`src/rtl/sample_framer_pkg.sv`:
```
// Shared types for the sample framer: output FSM states and the FIFO entry layout.
package sample_framer_pkg;

  localparam int SAMPLE_WIDTH = 8;

  typedef enum logic [1:0] {
    IDLE,
    ACTIVE,
    CLOSE
  } state_t;

  typedef struct packed {
    logic [SAMPLE_WIDTH-1:0] data;
    logic                    first;
    logic                    last;
  } entry_t;

endpackage

```
`src/rtl/sample_framer_fifo.sv`:
```
// sample_fifo: synchronous FIFO with push/pop, full/empty, occupancy and a head read
// straight from the storage registers (no write-to-read bypass).
module sample_fifo #(
  parameter int WIDTH = 10,
  parameter int DEPTH = 4
) (
  input  logic                       clock,
  input  logic                       reset,
  input  logic                       push,
  input  logic [WIDTH-1:0]           push_data,
  input  logic                       pop,
  output logic [WIDTH-1:0]           head,
  output logic                       full,
  output logic                       empty,
  output logic [$clog2(DEPTH):0]     level
);

  localparam int AW = $clog2(DEPTH);
  localparam logic [AW:0] FULL_LEVEL = (AW+1)'(DEPTH);

  logic [WIDTH-1:0] mem [DEPTH];
  logic [AW-1:0]    wr_ptr;
  logic [AW-1:0]    rd_ptr;
  logic             do_push;
  logic             do_pop;

  assign full    = (level == FULL_LEVEL);
  assign empty   = (level == '0);
  assign do_push = push & ~full;
  assign do_pop  = pop & ~empty;
  assign head    = mem[rd_ptr];

  // NOTE: storage has no reset; flushing only needs the pointers and level cleared,
  // and leaving the array unreset lets it map onto plain registers or RAM.
  always_ff @(posedge clock) begin
    if (do_push) mem[wr_ptr] <= push_data;
  end

  // NOTE: sequential state uses non-blocking assignments so every register samples
  // pre-edge values regardless of statement order.
  always_ff @(posedge clock or posedge reset) begin
    if (reset) begin
      wr_ptr <= '0;
      rd_ptr <= '0;
      level  <= '0;
    end else begin
      if (do_push) wr_ptr <= wr_ptr + 1'b1;
      if (do_pop)  rd_ptr <= rd_ptr + 1'b1;
      case ({do_push, do_pop})
        2'b10:   level <= level + 1'b1;
        2'b01:   level <= level - 1'b1;
        default: level <= level;
      endcase
    end
  end

endmodule

```
`src/rtl/sample_framer.sv`:
```
// sample_framer: buffers a framed sample stream and replays it as go/data/finish for the
// range finder. Optional underflow timeout is enabled with SAMPLE_FRAMER_TIMEOUT_EN.
module sample_framer
  import sample_framer_pkg::*;
#(
  parameter int WIDTH   = 8,
  parameter int DEPTH   = 4,
  parameter int TIMEOUT = 16
) (
  input  logic                     clock,
  input  logic                     reset,
  input  logic [WIDTH-1:0]         in_data,
  input  logic                     in_valid,
  input  logic                     in_first,
  input  logic                     in_last,
  output logic                     in_ready,
  output logic [WIDTH-1:0]         data_out,
  output logic                     go,
  output logic                     finish,
  output logic                     frame_err,
  output logic                     active,
  output logic [$clog2(DEPTH):0]   level
);

  if (DEPTH < 2 || (DEPTH & (DEPTH - 1)) != 0 || TIMEOUT < 1) begin : g_param_check
    $error("sample_framer: DEPTH must be a power of two >= 2 and TIMEOUT >= 1");
  end

  state_t           state;
  logic [WIDTH+1:0] head;
  logic [WIDTH-1:0] head_data;
  logic             head_first;
  logic             head_last;
  logic             full;
  logic             empty;
  logic             pop;

  assign head_data  = head[WIDTH+1:2];
  assign head_first = head[1];
  assign head_last  = head[0];
  assign in_ready   = ~full;

  // A head carrying 'first' while a frame is open stays queued to open the next frame.
  assign pop = ~empty & ((state == IDLE) | ((state == ACTIVE) & ~head_first));

  sample_fifo #(
    .WIDTH (WIDTH + 2),
    .DEPTH (DEPTH)
  ) u_fifo (
    .clock     (clock),
    .reset     (reset),
    .push      (in_valid),
    .push_data ({in_data, in_first, in_last}),
    .pop       (pop),
    .head      (head),
    .full      (full),
    .empty     (empty),
    .level     (level)
  );

`ifdef SAMPLE_FRAMER_TIMEOUT_EN
  localparam int TW = $clog2(TIMEOUT + 1);
  localparam logic [TW-1:0] TIMEOUT_LAST = TW'(TIMEOUT - 1);
  logic [TW-1:0] starve_count;
`endif

  always_ff @(posedge clock or posedge reset) begin
    if (reset) begin
      state     <= IDLE;
      data_out  <= '0;
      go        <= 1'b0;
      finish    <= 1'b0;
      frame_err <= 1'b0;
      active    <= 1'b0;
`ifdef SAMPLE_FRAMER_TIMEOUT_EN
      starve_count <= '0;
`endif
    end else begin
      go        <= 1'b0;
      finish    <= 1'b0;
      frame_err <= 1'b0;
`ifdef SAMPLE_FRAMER_TIMEOUT_EN
      starve_count <= '0;
`endif
      case (state)
        IDLE: begin
          if (!empty) begin
            if (head_first) begin
              data_out <= head_data;
              go       <= 1'b1;
              active   <= 1'b1;
              // finish for a one-sample frame is deferred so it never coincides with go
              state    <= head_last ? CLOSE : ACTIVE;
            end else begin
              frame_err <= 1'b1;
            end
          end
        end
        CLOSE: begin
          finish <= 1'b1;
          active <= 1'b0;
          state  <= IDLE;
        end
        ACTIVE: begin
          if (!empty) begin
            if (head_first) begin
              finish    <= 1'b1;
              frame_err <= 1'b1;
              active    <= 1'b0;
              state     <= IDLE;
            end else begin
              data_out <= head_data;
              if (head_last) begin
                finish <= 1'b1;
                active <= 1'b0;
                state  <= IDLE;
              end
            end
          end
`ifdef SAMPLE_FRAMER_TIMEOUT_EN
          else if (starve_count == TIMEOUT_LAST) begin
            finish    <= 1'b1;
            frame_err <= 1'b1;
            active    <= 1'b0;
            state     <= IDLE;
          end else begin
            starve_count <= starve_count + 1'b1;
          end
`endif
        end
        default: begin
          active <= 1'b0;
          state  <= IDLE;
        end
      endcase
    end
  end

endmodule
```
`config.mk`:
```
export PLATFORM = sky130hd
export DESIGN_NAME = sample_framer
export DESIGN_NICKNAME = d
export VERILOG_FILES = /design/src/rtl/sample_framer_pkg.sv /design/src/rtl/sample_framer_fifo.sv /design/src/rtl/sample_framer.sv
export SDC_FILE = /design/constraint.sdc
export NUM_CORES = 1
export LEC_CHECK = 0
export CAP_MARGIN = 10
export CORE_MARGIN = 5
export CORE_UTILIZATION = 50
export CTS_CLUSTER_DIAMETER = 150
export DETAILED_ROUTE_END_ITERATION = 7
export GPL_TIMING_DRIVEN = 0
export PLACE_DENSITY = 0.72
export SYNTH_ARGS = -nofsm -noshare
export SYNTH_HDL_FRONTEND = slang
export SYNTH_SLANG_ARGS = --single-unit
```
`constraint.sdc`:
```
create_clock -name clock -period 6.75 [get_ports clock]
set_clock_uncertainty 0.1 [all_clocks]
set_input_delay 1.6875 -clock clock [delete_from_list [all_inputs] [get_ports clock]]
set_output_delay 1.6875 -clock clock [all_outputs]
set_load 0.05 [all_outputs]
```
## Word level (Yosys, flattened, before mapping)

Memory sizes are Yosys's and may differ from the RTL's.
Index checks and enable logic that the tools add are counted.

- Reductions and logical operators: 6
- Multiplexer cells: 31
- Equal/unequal tests: 10
- Add/sub/neg operators: 4
- Bitwise gates (word level): 8

Operators with widths:

| operator | number |
|---|---|
| 2-to-1 mux 8 bit | 4 |
| case mux 8 bit (2 select lines) | 1 |
| 2-to-1 mux 1 bit | 15 |
| 2-to-1 mux 2 bit | 6 |
| inequality test 2 bit (second input constant) | 4 |
| case mux 1 bit (2 select lines) | 3 |
| case mux 3 bit (2 select lines) | 1 |
| AND reduction 5 bit | 1 |
| adder 2 x 1 -> 2 bit (second input constant) | 2 |
| bitwise AND 1 bit | 4 |
| == test 2 x 1 -> 1 bit (second input constant) | 2 |
| == test 2 bit (second input constant) | 2 |
| case mux 2 bit (2 select lines) | 1 |
| AND reduction 4 bit | 1 |
| nonzero test 2 bit | 2 |
| adder 3 x 1 -> 3 bit (second input constant) | 1 |
| == test 3 bit (second input constant) | 1 |
| logical NOT 3 bit | 1 |
| inequality test 3 bit (second input constant) | 1 |
| NOT 1 bit | 3 |
| subtractor 3 x 1 -> 3 bit (second input constant) | 1 |
| logical NOT 2 bit | 1 |
| bitwise OR 1 bit | 1 |

- Register bits after elaboration: 21
- Bits in writable memories: 40
- Logic and storage cells: 69
- Memories kept: 1

Memories:

| name | depth | width | rd ports | clocked after memory_dff | wr ports | line | RTL |
|---|---|---|---|---|---|---|---|
| u_fifo.mem | 4 | 10 | 1 | 0 | 1 | sample_framer_fifo.sv:21 | `logic [WIDTH-1:0] mem [DEPTH];` |

## Depth between registers and ports, before layout

An unclocked memory read counts as a cell.

- Depth after elaboration: 8
- Gate-level depth with buffers: 11

## Cells and area by module

A second synthesis with hierarchy kept.

- Cell total of the unflattened synthesis: 142
- Area, all modules: 2587.5 um^2

Modules (own cells, without submodules):

| module | times used | cells an instance | area each (um^2) | seq. area each (um^2) |
|---|---|---|---|---|
| sample_fifo | 1 | 90 | 1889.3 | 1376.3 |
| sample_framer | 1 | 52 | 698.2 | 350.3 |

## Least setup slack after synthesis

No wires, ideal clock.

- Path type: register to output
- Start point: register u_fifo.level[1]
- End point: output port in_ready
- Setup slack: 3676 ps
- Stages on the path, launching flop included: 3
- Arrival: 1286 ps
- Buffers on the path: 0
- Data required time: 4963 ps
- Cell sequence: dfrtp_1 -> inv_1 -> nand3_1

- Word-level cells in the longest chain between the ends: 2

RTL lines:

| what | line | RTL |
|---|---|---|
| start: declaration | sample_framer_fifo.sv:15 | `output logic [$clog2(DEPTH):0] level` |
| start signal: assignment | sample_framer_fifo.sv:50 | `2'b10: level <= level + 1'b1;` |
| start signal: assignment | sample_framer_fifo.sv:51 | `2'b01: level <= level - 1'b1;` |
| start signal: assignment | sample_framer_fifo.sv:52 | `default: level <= level;` |
| == test 3 bit | sample_framer_fifo.sv:27 | `assign full = (level == FULL_LEVEL);` |
| NOT 1 bit | sample_framer.sv:41 | `assign in_ready = ~full;` |
| end: declaration | sample_framer.sv:16 | `output logic in_ready,` |

Every way passes these cells.

## Worst setup path in the final report

- Start point: register u_fifo.level[0]
- End point: output port in_ready

Same word-level chain as after synthesis.

==> results.py <==
metrics = {
    "floorplan": {
        "die_area_um2": 7030,
        "io_pins": 29,
        "core-area_um2": 5200,
        "dieWidth_um": 83.8,
        "rows": 26,
        "die_h_um": 83.8,
        "start_util": 0.524,
    },
    "global_route": {
        "grt_max_degree": 22,
        "grt_overflow": 0,
        "grtUsageTotal": 0.160,
        "antenna_found_initial": 0,
        "grt_pass1_wl_mm": 8.76,
        "grt_pass1_vias": 1781,
    },
    "finish": {
        "final_common_cell": "edfxtp_1",
        "drive_above_1_share": 0.123,
        "nets": 244,
        "utilization": 0.625,
        "syn_to_final_growth_pct": 19.3,
        "diodes": 0,
        "finalInstanceArea_um2": 3250,
        "layout_common_cells": "edfxtp_1 (40), clkdlybuf4s50_1 (28), dfrtp_1 (21)",
        "nFillCells": 397,
    },
    "route": {
        "wl_met3_um": 295,
        "antenna_left": 0,
        "post-route-drc-count": 0,
        "first_iter_violations": 104,
        "routed.top_layer": "met4",
        "drt_first_pass_iters": 4,
        "wl_met2_mm": 2.67,
        "routedWlPerCell_um": 17.3,
        "wl_mm": 5.14,
        "vias": 1696,
        "met1_length_mm": 2.11,
        "routed_via_density": 5.71,
    },
    "worst_setup_path": {
        "arrival_ns": 1.85,
        "setup.worst_path.end_class": "primary output",
        "critical_path.max_fanout": 6,
        "critPathLaunchType": "flip-flop",
        "path_class": "flip-flop to primary output",
        "required_ns": 4.96,
    },
    "timing": {
        "timing.fmax_mhz": 275,
        "tightest_slew_ns": 0.810,
        "relSlewSlack": 0.460,
        "setup_viol": 0,
        "tns_ns": 0,
        "period_share": 0.538,
        "fin_crit_ns": 3.63,
        "slew_viol_final": 0,
        "hold_ws_ns": 0.431,
        "rsz0062_at_grt": "false",
        "finalHoldViolCount": 0,
        "fin_ws_ns": 3.12,
    },
    "pwr": {
        "p_per_area_nw_per_um2": 526,
        "p_leak_nw": 1.26,
        "peakVddDrop_mv": 0.237,
    },
    "synthesis": {
        "syn-cell-area_um2": 2730,
        "synth_area_leader_cell": "edfxtp_1",
        "yosysUniqueCellTypes": 34,
        "synth-seq-area-share": 0.634,
        "syn_inst": 183,
        "yosysWarnings": 0,
        "syn_nets": 205,
        "synth_area_per_cell_um2": 14.9,
        "ys_top_cells_by_area": "edfxtp_1 (44%), dfrtp_1 (19%), mux4_2 (6.6%)",
        "synth_top_area_frac": 0.441,
        "ys_ff_latch": 61,
    },
    "clock_tree": {
        "postCtsSetupRepairBufs": 0,
        "clk_pin_slew_worst_paths_ns": 0.06,
        "root_buffer": "clkbuf_8",
        "clock-sinks": 61,
        "h-tree-depth": 3,
        "numCtsBuffers": 9,
        "cts_tree": "built",
        "clk_latency_ns": 0.32,
        "postCtsHoldBufs": 0,
        "cts_resized": 0,
        "cts_buffer_depth": 2,
    },
    "placed_design": {
        "placed_area_um2": 3090,
        "routabilityCongestion": 0.967,
        "post-dp-hpwl_mm": 3.58,
        "preCtsSetupSlack_ns": 3.13,
        "portBuffers": 28,
    },
    "flow_run": {
        "max_cap_violations": 0,
    },
    "run_status": {
        "status": "finished, final reports clean",
    },
    "hold_path": {
        "worstHoldPathType": "flip-flop to flip-flop",
    },
}
-- final timing paths --
path / from / to / slack [ns] / cells past startpoint
max: u_fifo.level[0] / in_ready / 3.12 / 3
max reg2reg: u_fifo.rd_ptr[0] / u_fifo.level[2] / 3.94 / 10
min reg2reg: active / active / 0.43 / 2
min: active / active / 0.43 / 2
min in group asynchronous: reset / data_out[7] / 1.73 / 2
max in group asynchronous: reset / u_fifo.wr_ptr[1] / 4.32 / 2
-- synth_stat cells --
cell type	instances
a222oi_1	8
dfrtp_1	21
a21oi_1	2
nand2_1	3
nor2_1	5
or3_1	1
edfxtp_1	40
nand3_1	3
buf_2	2
a21o_1	1
o21a_1	1
xor2_1	3
and3_1	4
o21bai_1	1
clkbuf_1	6
nor3_1	1
xnor2_1	3
o22ai_1	2
and2_1	2
a22oi_1	1
or2_2	1
a211oi_1	1
inv_1	20
mux2_2	2
mux4_1	2
or4_1	8
o21ai_1	1
mux4_2	8
fa_1	1
o32ai_1	7
ha_1	8
buf_6	1
o21ai_0	9
mux2i_1	4
-- final cells by class --
type | count | area, um^2 | share of cell area
Clock buffer | 11 | 131 | 0.0404
Buffer | 9 | 43.8 | 0.0135
Multi-Input combinational cell | 93 | 880 | 0.270
Timing Repair Buffer | 28 | 280 | 0.0862
Inverter | 20 | 75.1 | 0.0231
Clock inverter | 5 | 27.5 | 0.00846
Tap cell | 70 | 87.6 | 0.0269
Sequential cell | 61 | 1730 | 0.531
-- layer usage --
| layer | GRT usage | vias to the layer above |
|---|---|---|
| met5 | 0 | - |
| met4 | 0.0673 | 0 |
| met3 | 0.0415 | 9 |
| met2 | 0.268 | 57 |
| met1 | 0.197 | 839 |
| li1 | - | 791 |
-- registers in the layout, indices dropped and copies added (netlist names) --
name / count
u_fifo.mem: 40
data_out: 8
u_fifo.level: 3
state: 2
u_fifo.rd_ptr: 2
u_fifo.wr_ptr: 2
active: 1
finish: 1
frame_err: 1
go: 1
-- where the power goes --
part	switching [mW]	internal (mW)
sequential	0.0682	0.522
clock	0.133	0.131
combinational	0.520	0.336
-- kinds of logic (layout without fill, tap and decap cells) --
kind of cell	count (synthesis)	in the layout	synth area share
XOR/XNOR	6	6	0.0193
adder cells (fa/ha/maj)	9	9	0.0441
multiplexers	16	16	0.108
flip-flops	61	61	0.634
AND/OR/NAND/NOR	28	28	0.0588
AO/OA/AOI/OAI	34	34	0.0923
buffers and inverters	29	73	0.0436
-- metrics by stage --
stage	std cells	power, mW
2_1_floorplan	183	1.20
3_3_place_gp	281	1.41
3_5_place_dp	281	1.45
4_1_cts	297	1.72
5_1_grt	297	1.82
6_report	297	1.71
-- critical path: stages, from the launching register on --
cell             delay (ns)
dfrtp_1                0.42
inv_1                  0.10
nand3_1                0.16
clkdlybuf4s50_1        0.84
Note: power is estimated with default switching activity, not from simulation.
